--- src/rtl/route_table_server.sv ---
// ----------------------------------------------------------------------------
// route_table_server
//   Responder side of the router routing-table preload interface. After reset
//   it fills internal storage with an XY-mesh routing table, one entry per
//   clock, then raises table_ready. The router reads entries combinationally
//   through table_addr/table_data. A 4-phase req/ack port lets software
//   override single entries at run time. A reload pulse rebuilds the table
//   from the XY rules and discards every override.
//
// Ports
//   clk          in   posedge clock
//   reset        in   synchronous reset, active-low (0 = in reset)
//   table_addr   in   router read address
//   table_data   out  mem[table_addr] while table_ready, else 0 (combinational)
//   table_ready  out  registered; 1 once the table is fully built
//   reload       in   single-cycle pulse; rebuild the table (honoured in READY)
//   cfg_req      in   4-phase config write request
//   cfg_addr     in   config write address, held while cfg_req=1
//   cfg_data     in   config write data, held while cfg_req=1
//   cfg_ack      out  registered 4-phase acknowledge
// ----------------------------------------------------------------------------
module route_table_server #(
  parameter int unsigned DESTINATION_BITS = 7,
  parameter int unsigned CHANNEL_BITS     = 8,
  parameter int unsigned X_BITS           = 3,
  parameter int unsigned MESH_X           = 4,
  parameter int unsigned MESH_Y           = 4,
  parameter int unsigned NODE_X           = 0,
  parameter int unsigned NODE_Y           = 0,
  parameter int unsigned INVALID_CHANNEL  = 0
) (
  input  logic                        clk,
  input  logic                        reset,
  input  logic [DESTINATION_BITS-1:0] table_addr,
  output logic [CHANNEL_BITS-1:0]     table_data,
  output logic                        table_ready,
  input  logic                        reload,
  input  logic                        cfg_req,
  input  logic [DESTINATION_BITS-1:0] cfg_addr,
  input  logic [CHANNEL_BITS-1:0]     cfg_data,
  output logic                        cfg_ack
);

  localparam int unsigned DEPTH = 2 ** DESTINATION_BITS;

  typedef enum logic {
    S_INIT,
    S_READY
  } state_t;

  state_t                        state_q, state_d;
  logic [DESTINATION_BITS-1:0]   cnt_q, cnt_d;
  logic                          ready_q, ready_d;
  logic                          ack_q, ack_d;

  logic                          we;
  logic [DESTINATION_BITS-1:0]   waddr;
  logic [CHANNEL_BITS-1:0]       wdata;

  logic [CHANNEL_BITS-1:0]       mem_q [DEPTH];

  // XY routing decision for destination address a: resolve x first, then y.
  // Direction codes: 0 local, 1 east, 2 west, 3 north, 4 south.
  function automatic logic [CHANNEL_BITS-1:0] xy_entry(
    input logic [DESTINATION_BITS-1:0] a
  );
    int unsigned dx;
    int unsigned dy;
    logic [2:0]  dir;
    dx = 32'(a[X_BITS-1:0]);
    dy = 32'(a[DESTINATION_BITS-1:X_BITS]);
    if (dx >= MESH_X || dy >= MESH_Y) begin
      return CHANNEL_BITS'(INVALID_CHANNEL);
    end
    if (dx > NODE_X)      dir = 3'd1;
    else if (dx < NODE_X) dir = 3'd2;
    else if (dy < NODE_Y) dir = 3'd3;
    else if (dy > NODE_Y) dir = 3'd4;
    else                  dir = 3'd0;
    return CHANNEL_BITS'(dir);
  endfunction

  // Next-state, write-port and handshake logic.
  always_comb begin
    state_d = state_q;
    cnt_d   = cnt_q;
    ready_d = ready_q;
    // An outstanding ack only ever follows cfg_req low, in either state.
    ack_d   = ack_q & cfg_req;
    we      = 1'b0;
    waddr   = cnt_q;
    wdata   = xy_entry(cnt_q);

    unique case (state_q)
      S_INIT: begin
        // Fill one entry per cycle; reload and new requests wait.
        we    = 1'b1;
        cnt_d = cnt_q + DESTINATION_BITS'(1);
        if (cnt_q == '1) begin
          state_d = S_READY;
          ready_d = 1'b1;
        end
      end
      S_READY: begin
        if (reload) begin
          // Reload beats a simultaneous new request; that request stays
          // pending and is served once the refill completes.
          state_d = S_INIT;
          cnt_d   = '0;
          ready_d = 1'b0;
        end else if (cfg_req && !ack_q) begin
          we      = 1'b1;
          waddr   = cfg_addr;
          wdata   = cfg_data;
          ack_d   = 1'b1;
        end
      end
      default: begin
        state_d = S_INIT;
        cnt_d   = '0;
        ready_d = 1'b0;
      end
    endcase
  end

  always_ff @(posedge clk) begin
    if (!reset) begin
      state_q <= S_INIT;
      cnt_q   <= '0;
      ready_q <= 1'b0;
      ack_q   <= 1'b0;
    end else begin
      state_q <= state_d;
      cnt_q   <= cnt_d;
      ready_q <= ready_d;
      ack_q   <= ack_d;
    end
  end

  // Storage is not reset; contents only matter once the fill has rewritten
  // every entry. Writes land on the edge, so a same-cycle read sees old data.
  always_ff @(posedge clk) begin
    if (reset && we) begin
      mem_q[waddr] <= wdata;
    end
  end

  assign table_data  = ready_q ? mem_q[table_addr] : '0;
  assign table_ready = ready_q;
  assign cfg_ack     = ack_q;

endmodule

--- config.mk ---
export PLATFORM = sky130hd
export DESIGN_NAME = route_table_server
export DESIGN_NICKNAME = d
export VERILOG_FILES = /design/src/rtl/route_table_server.sv
export SDC_FILE = /design/constraint.sdc
export NUM_CORES = 1
export LEC_CHECK = 0
export ABC_AREA = 1
export BUFFER_PORTS_ARGS = -buffer_cell sky130_fd_sc_hd__buf_2
export CORE_MARGIN = 2
export CORE_UTILIZATION = 45
export DETAILED_ROUTE_END_ITERATION = 10
export PLACE_DENSITY = 0.65
export SLEW_MARGIN = 40
export SYNTH_ARGS = -nofsm -noshare
export SYNTH_HDL_FRONTEND = slang
export SYNTH_SLANG_ARGS = --single-unit
--- constraint.sdc ---
create_clock -name clk -period 13.26 [get_ports clk]
set_clock_uncertainty 0.05 [all_clocks]
set_input_delay 2.652 -clock clk [delete_from_list [all_inputs] [get_ports clk]]
set_output_delay 2.652 -clock clk [all_outputs]
set_load 0.03 [all_outputs]
# Yosys cells after proc, flatten, opt, wreduce, memory -nomap -nowiden
# Memory sizes are Yosys's and may differ from the RTL's.
# Index checks and enable logic that the tools add are counted.
[totals]
output_inout_bits = 10
reg_bits = 10
ram_bits = 1024
elab_cells = 48
memories = 1
in_bits = 26
[mem_list]
columns = ["name", "depth", "width", "rd", "rd_clocked_by_memory_dff", "wr", "line", "rtl"]
rows = [
  ["mem_q", 128, 8, 1, 0, 1, "60", "logic [CHANNEL_BITS-1:0] mem_q [DEPTH];"],
]
[op_classes]
muxes = 28
n_eq_ne = 3
n_addsub = 1
bitwise_logic = 2
n_reduce_logical = 5
order_cmp = 4
[op_table]
columns = ["operator", "count"]
rows = [
  ["2-to-1 mux 8 bit", 6],
  ["2-to-1 mux 7 bit", 4],
  ["case mux 7 bit (2 select lines)", 1],
  ["2-to-1 mux 1 bit", 12],
  ["adder 7 x 1 -> 7 bit, second input constant", 1],
  ["== test 7 bit, second input constant", 1],
  ["2-to-1 mux 3 bit", 2],
  ["case mux 1 bit (2 select lines)", 3],
  [">= comparator 4 x 3 -> 1 bit, second input constant", 1],
  ["greater-than comparator 4 x 1 -> 1 bit, second input constant", 1],
  ["!= test 2 bit, second input constant", 2],
  [">= comparator 3 bit, second input constant", 1],
  ["greater-than comparator 3 x 1 -> 1 bit, second input constant", 1],
  ["logical AND 1 bit", 2],
  ["AND reduction 2 bit", 1],
  ["bitwise AND 1 bit", 1],
  ["zero test 1 bit", 1],
  ["logical OR 1 bit", 1],
  ["inverter 1 bit", 1],
]

# Logic depth before layout (Yosys ltp)
# Gate-level depths: netlist (run 1).
[logic_depth]
depth_word = 8
mapped_depth = 14
ltp_nobuf = 11

# Least setup slack after synthesis (run 1)
# Ideal clock, no wire load.
[synth_path]
path_type = "in2reg"
from = "input cfg_req"
to = "memory mem_q[0][0], data pin"
path_buffers = 1
setup_ns = 1.590
path_stages = 8
slack_ns = 1.246
t_required_ns = 11.620
arrival_ns = 10.373
path_cell_list = "inv_1 nor2_1 inv_1 nor2_4 inv_1 buf_6 nand2_2 o41ai_1"
[synth_via]
elab_chain_len = 4
[synth_rtl]
columns = ["item", "line", "rtl"]
rows = [
  ["from (decl)", "38", "input logic cfg_req,"],
  ["logical AND 1 bit", "111", "end else if (cfg_req && !ack_q) begin"],
  ["2-to-1 mux 8 bit", "111", ""],
  ["2-to-1 mux 8 bit", "105", "if (reload) begin"],
  ["2-to-1 mux 8 bit", "94", "unique case (state_q)"],
  ["via wdata[0]", "58", "logic [CHANNEL_BITS-1:0] wdata;"],
  ["to (decl)", "60", ""],
]
# The timed path passes the listed nets, and every way through them passes these cells.

# Worst setup path in the final report (run 1)
[layout_path]
from = "input table_addr[1]"
to = "output table_data[3]"
[layout_via]
elab_chain_len = 2
[layout_rtl]
columns = ["item", "line", "rtl"]
rows = [
  ["from (decl)", "34", "input logic [DESTINATION_BITS-1:0] table_addr,"],
  ["memory (128 x 8 bit)", "--", ""],
  ["2-to-1 mux 8 bit", "148", "assign table_data = ready_q ? mem_q[table_addr] : '0;"],
  ["to (decl)", "35", "output logic [CHANNEL_BITS-1:0] table_data,"],
]
# No other way between the ends.

==> out/qor.yml, run 1 <==
sta:
  fmax_mhz: 114.2
  grt_setup_unrepaired: "false"
  post-route-period-util_pct: 66.02
  slew_headroom_pct: 41.26
  hold_slack_ns: 0.4340
  setup_viol: 0
  drv_slew: 0
  fin_crit_ns: 8.755
  tightest_slew_ns: 0.8779
  tns_ns: 0
  hold_viol: 0
logic_synthesis:
  synth_top_family_by_area: "simple AND/OR/NAND/NOR gates"
  synthFlopType: "edfxtp_1"
  synth-seq-cells: 1034
  synth.area.top_cells: "edfxtp_1 73%, nand3_1 11%, nand2_1 11%"
  netlist_instances: 3661
  yosys-mux-area-fraction_pct: 0
  synthArstFlopShare_pct: 0
  netlist_area_sq_um: 42170
  synth_xor_area_share_pct: 0.02077
  synth_edf_count: 1024
  synthSimpleGateAreaFrac_pct: 23.68
  netlist.area_leader.share_pct: 72.92
  yosys_warnings: 0
  ys_seq_area_share_pct: 73.39
  synth_top_cell_by_area: "edfxtp_1"
  synth_compound_area_share_pct: 0.3561
  synthesis.nets: 3689
  avgSynthCellArea_sq_um: 11.52
  synth_cell_types: 31
  synthAdderAreaFrac_pct: 0.05934
grt:
  grt_pass1_wl_microns: 163800
  grt_max_degree: 143
  grt-ovfl-total: 0
  antenna_found_initial: 1
  grt_usage_pct: 22.73
  grt_pass1_vias: 25990
cts:
  post_cts_buffers: 0
  holdBufCountCts: 0
  cts_buffers: 98
  cts_tree: "done"
  cts-root-buf: "clkbuf_16"
  post_cts_resized: 0
  cts.clk_slew.worst_paths_ns: 0.06
  clock-sinks: 1034
  htreeDepth: 3
  cts_buffer_depth: 3
  worstSkewPairLatency_ns: 0.66
placement:
  hpwl_microns: 58590
  io_buffer_count: 35
  place_congestion: 0.8157
floorplanning:
  fp.dieH_microns: 310.1
  dieWidth_microns: 310.1
  dieArea_sq_um: 96170
  core.rowCount: 112
  core_area_sq_um: 93050
  start_util_pct: 45.32
  io_pins: 36
cells_and_area:
  areaGrowthSynthToFinish_pct: 10.94
  fill_cells: 8086
  insertedDiodeCount: 0
  drive_gt1_share_pct: 7.676
  register_area_sq_um: 30950
  multiInputGateArea_sq_um: 10330
  mostFrequentLayoutCell: "nand2_1"
  final_nets: 3640
  layout_common_cells: "1204 x nand2_1, 1024 x edfxtp_1, 943 x nand3_1"
route:
  drt-total-wl_microns: 108900
  drt-initial-drc-count: 3235
  viasPerCell: 5.579
  dr.pass1.iters: 5
  num_vias: 27560
  routedWlPerCell_microns: 22.03
  drtAntennaViolNets: 0
  drcViolationCount: 0
setup_path:
  cpPeakStageDelay_ns: 0.55
  cpMaxStageDelayCell: "inv_8"
  reg2reg_slack_ns: 9.28
  crit_top_cell: "nand3_1"
  critPathLaunchType: "input pin"
  required_ns: 10.56
  crit_type: "input pin to output pin"
  cpLargestDelayFamily: "buffers and inverters"
  worstPathCellList: "clkbuf_8, inv_8, buf_12, buf_16, nand3_1, nand3_1, nand3_1, nand2_1, nand2_1, nand3_1, nand2_1, nor2_1, nor2_1, buf_2"
  crit_buf_inv: 5
  cp.arrival_ns: 6.05
  cp-end-kind: "output pin"
  path_max_fanout: 94
worst_hold_path:
  hp-class: "register to register"
power:
  vdd_drop_max_v: 0.0001354
  power_leakage_nw: 16.97
  powerDensity_nw_per_um2: 141.3
flow_run:
  drv_cap: 0
run_status:
  status: "complete, no violations"
## area by class of cell
class	instances	area share, %
sequential	1034	66.16
multi-input combinational	2352	22.07
clock buffer	116	5.477
tap	1254	3.354
timing repair buffer	85	1.575
clock inverter	59	0.9949
inverter	41	0.3691
## Yosys cell counts (2+ instances only)
cell and count:
dfxtp_1 10, clkbuf_1 194, edfxtp_1 1024, o21ai_0 2, nor2_1 164, nor3_1 6, ha_1 2, nor2_4 2
o21ai_2 2, nor3_2 4, o21ai_4 2, nand2_1 1204, nand3_1 943, buf_1 31, nand4_1 3, o21ai_1 3
buf_2 8, a21oi_1 5, inv_1 34, inv_2 7
## worst min-delay path: cells and delay by family (launching register included)
| family | cells | cell delay [ns] |
|---|---|---|
| DFF | 1 | 0.32 |
| AOI/OAI and AO/OA | 1 | 0.05 |
| and+or+nand+nor | 1 | 0.06 |
## power by group
part	internal [W]	leakage [nW]	switching [W]	total, W
Combinational	0.0000843	4.90	0.000265	0.000349
Sequential	0.00356	10.6	0.00000171	0.00356
Clock	0.00151	1.48	0.00119	0.00270
Total	0.00516	17.0	0.00146	0.00661
## flip-flops by register name (all words and copies together) (netlist names)
name / count
state_q: 1
table_ready: 1
cfg_ack: 1
cnt_q: 7
mem_q: 1024
## layer usage
metal | track usage [%] | routed length, microns | vias to the layer above | part of all wire, %
li1 | - | - | 12780 | -
met1 | 32.93 | 45810 | 13350 | 42
met2 | 35.12 | 50380 | 1256 | 46
met3 | 3.739 | 9698 | 171 | 8.9
met4 | 7.617 | 2950 | 2 | 2.7
met5 | 0 | 14 | - | 0.013
## cell families after synthesis
family | after synthesis
xor gates and xnor gates | 1
buffers and inverters | 275
and+or+nand+nor | 2329
AOI/OAI and AO/OA | 20
DFF | 1034
adders and majority gates | 2
## path summary, 6_finish.rpt
check	from	endpoint	cells past startpoint
setup reg to reg	state_q	mem_q[105][7]	10
hold / removal	cnt_q[1]	cnt_q[1]	2
setup / recovery	table_addr[1]	table_data[3]	14
hold reg to reg	cnt_q[1]	cnt_q[1]	2
## stage by stage
| step | setup WS (ns) | power [W] | cells | utilization (%) | cell area [sq um] |
|---|---|---|---|---|---|
| after floorplan | 1.246 | 0.003855 | 3661 | - | 42170 |
| after global placement | 4.300 | 0.003975 | 4762 | 46.76 | 43510 |
| after detailed placement | 4.297 | 0.003978 | 4764 | 46.88 | 43620 |
| after CTS | 4.293 | 0.006631 | 4939 | 50.13 | 46650 |
| after global routing | 4.253 | 0.006783 | 4941 | 50.28 | 46780 |
| final | 4.505 | 0.006612 | 4941 | 50.28 | 46780 |
Note: power is estimated with default switching activity, not from simulation.
==> inputs of run 2 (changes only) <==
- ABC_AREA: 1 -> 0
- clock period: 13.26 -> 8.8 ns (I/O delays scaled with it)
==> run 2 against run 1 <==
Sequential share of layout area grew 1.5 points. Critical endpoint is now table_data[4]. Worst setup slack lost 2.7 ns. Critical path type unchanged. Power grew 52%. Via count shrank 26%. Die area shrank 3.6%. Global-route usage shrank 1.7 points. Cell count shrank 32%. Final area shrank 2.2%. Highest routed layer unchanged. Sequential power grew 51%.
==> out/qor.yml, run 2 <==
cts:
  htreeDepth: 3  # unchanged
  cts.clk_slew.worst_paths_ns: 0.06  # about the same
  post_cts_resized: 0  # unchanged
  holdBufCountCts: 0  # unchanged
  cts_buffer_depth: 3  # unchanged
  worstSkewPairLatency_ns: 0.66  # about the same
  post_cts_buffers: 0  # unchanged
  cts-root-buf: "clkbuf_16"
  cts_tree: "done"
  cts_buffers: 99  # +1.0%
  clock-sinks: 1034  # unchanged
floorplanning:
  start_util_pct: 45.27  # -0.053 points
  fp.dieH_microns: 304.4  # -1.8%
  io_pins: 36  # unchanged
  dieArea_sq_um: 92690  # -3.6%
  dieWidth_microns: 304.4  # -1.8%
  core.rowCount: 110  # -1.8%
  core_area_sq_um: 89740  # -3.6%
logic_synthesis:
  synth.area.top_cells: "edfxtp_1 76%, mux4_2 11%, mux2i_1 4.1%"
  netlist_instances: 2059  # -44%
  synthArstFlopShare_pct: 0  # unchanged
  synthesis.nets: 2087  # -43%
  netlist.area_leader.share_pct: 75.70  # +2.8 points
  synth_common_cells: "1024 x edfxtp_1, 193 x mux4_2, 168 x mux2i_1"
  synth_edf_count: 1024  # unchanged
  ys_seq_area_share_pct: 76.19  # +2.8 points
  netlist_area_sq_um: 40620  # -3.7%
  synth_cell_types: 54  # +74%
  synth-seq-cells: 1034  # unchanged
  avgSynthCellArea_sq_um: 19.73  # +71%
  yosys_warnings: 0  # unchanged
  synth_top_cell_by_area: "edfxtp_1"
  synthFlopType: "edfxtp_1"
  synthMostInstantiatedCell: "edfxtp_1"
cells_and_area:
  drive_gt1_share_pct: 23.63  # +16 points
  instances_no_fill: 3383  # -32%
  layout_common_cells: "1024 x edfxtp_1, 193 x mux4_2, 168 x mux2i_1"
  areaGrowthSynthToFinish_pct: 12.67
  final_area_sq_um: 45770  # -2.2%
  regMostFlops: "mem_q"
  largest_register_ffs: 1024  # unchanged
  mostFrequentLayoutCell: "edfxtp_1"
  final_nets: 2154  # -41%
  fin_util_pct: 51.00  # +0.72 points
  top_regs: "mem_q (1024), cnt_q (7)"
power:
  pwr-share-clk_pct: 42.8  # +2.0 points
  finalPower_w: 0.01006  # +52%
  sw_frac_of_total_pct: 20.51  # -1.5 points
  p_seq_share_pct: 53.4  # -0.5 points
  power_leakage_nw: 15.38  # -9.4%
  p_switching_w: 0.002064  # +42%
  powerDensity_nw_per_um2: 219.8  # +56%
  vdd_drop_max_v: 0.0001465  # +8.2%
  intPower_w: 0.007997  # +55%
  comb_power_share_pct: 3.8  # -1.5 points
setup_path:
  required_ns: 6.99  # -3.57 ns
  cp.arrival_ns: 5.22  # -0.83 ns
  cp-end-kind: "output pin"
  critPathLaunchType: "input pin"
  path_max_fanout: 47  # -50%
  crit_type: "input pin to output pin"
run_status:
  status: "complete, no violations"
route:
  drt-initial-drc-count: 2524  # -22%
  routedWlPerCell_microns: 28.76  # +31%
  viasPerCell: 6.058  # +8.6%
  drtAntennaViolNets: 0  # unchanged
  drt-total-wl_microns: 97300  # -11%
  num_vias: 20490  # -26%
  drcViolationCount: 0  # unchanged
  dr.pass1.iters: 6  # +1
sta:
  hold_slack_ns: 0.4870  # +0.05298 ns
  tightest_slew_ns: 0.8819  # +0.004041 ns
  grt_setup_unrepaired: "false"
  setup_viol: 0  # unchanged
  fin_crit_ns: 7.029
  drv_slew: 0  # unchanged
  fmax_mhz: 142.3
  post-route-period-util_pct: 79.87
  hold_viol: 0  # unchanged
  slew_headroom_pct: 40.99  # -0.27 points
worst_hold_path:
  hp-class: "register to register"
grt:
  grt_usage_pct: 21.02  # -1.7 points
  grt_pass1_vias: 20590  # -21%
  antenna_found_initial: 7  # +6
  grt-ovfl-total: 0  # unchanged
  grt_max_degree: 97  # -32%
  grt_pass1_wl_microns: 142700  # -13%
placement:
  dpl.cell_count: 3197  # -33%
  hpwl_microns: 59750  # +2.0%
  io_buffer_count: 35  # unchanged
  dpl-instance-area_sq_um: 42230  # -3.2%
  place_congestion: 0.8301  # +1.8%
flow_run:
  drv_cap: 0  # unchanged
-- run 2: cell count changes after synthesis, moves of 25 or more --
cell	change
a21oi_1	+45
a22oi_1	+72
buf_1	-25
buf_2	+46
clkbuf_1	-166
inv_1	-27
mux2i_1	+168
mux4_2	+193
nand2_1	-1128
nand3_1	-899
-- run 2: through the flow --
step | TNS [ns] | worst slack [ns]
after floorplan | -33.32 | -0.1302
after global placement | 0 | 1.723
after detailed placement | 0 | 1.744
after CTS | 0 | 1.747
after global routing | 0 | 1.691
final | 0 | 1.771
-- run 2: power by group through the flow --
stage | Clock (W) | Combinational (W) | Sequential, W
final | 0.00431 | 0.000378 | 0.00537
after global routing | 0.00455 | 0.000397 | 0.00537
after CTS | 0.00436 | 0.000373 | 0.00537
after detailed placement | 0 | 0.000373 | 0.00548
after global placement | 0 | 0.000366 | 0.00548
after floorplan | 0 | 0.000249 | 0.00549
-- run 2: routing by layer --
metal  track usage [%]  wire length (microns)  part of all wire, %
met3             4.541                   8690                  8.9
met2             33.15                  46500                   48
met4             5.860                   2446                  2.5
met5                 0                     27                0.028
met1             29.80                  39640                   41
-- run 2: final timing paths --
path,startpoint,endpoint,slack [ns],cells after the start
worst max-delay path,table_addr[0],table_data[4],1.77,8
worst max register to register,state_q,mem_q[0][5],5.32,6
worst min register to register,cfg_ack,cfg_ack,0.49,1
worst min-delay path,cfg_ack,cfg_ack,0.49,1
-- run 2: critical path, cell delays in order --
cell     delay, ns
buf_8         0.22
buf_16        0.33
buf_4         0.43
mux4_2        0.58
mux4_2        0.46
o21ai_0       0.56
nand4_1       0.46
buf_2         0.32
-- run 2: layout make-up --
type / count / area [sq um]
Fill cell: 7068 / 43970
Sequential cell: 1034 / 30950
Multi-Input combinational cell: 907 / 9374
Clock buffer: 117 / 2545
Tap cell: 1176 / 1471
Clock inverter: 63 / 745.7
Timing Repair Buffer: 77 / 649.4
Inverter: 7 / 26.28
Antenna cell: 2 / 5.005
-- run 2: logic make-up after synthesis --
logic type	count (synthesis)	synth area share, %
fa+ha+maj	2	0.06159
compound gates	196	3.401
xor+xnor	3	0.06470
buf+inv	118	1.562
flops	1034	76.19
mux	363	14.92
simple gates	343	3.795
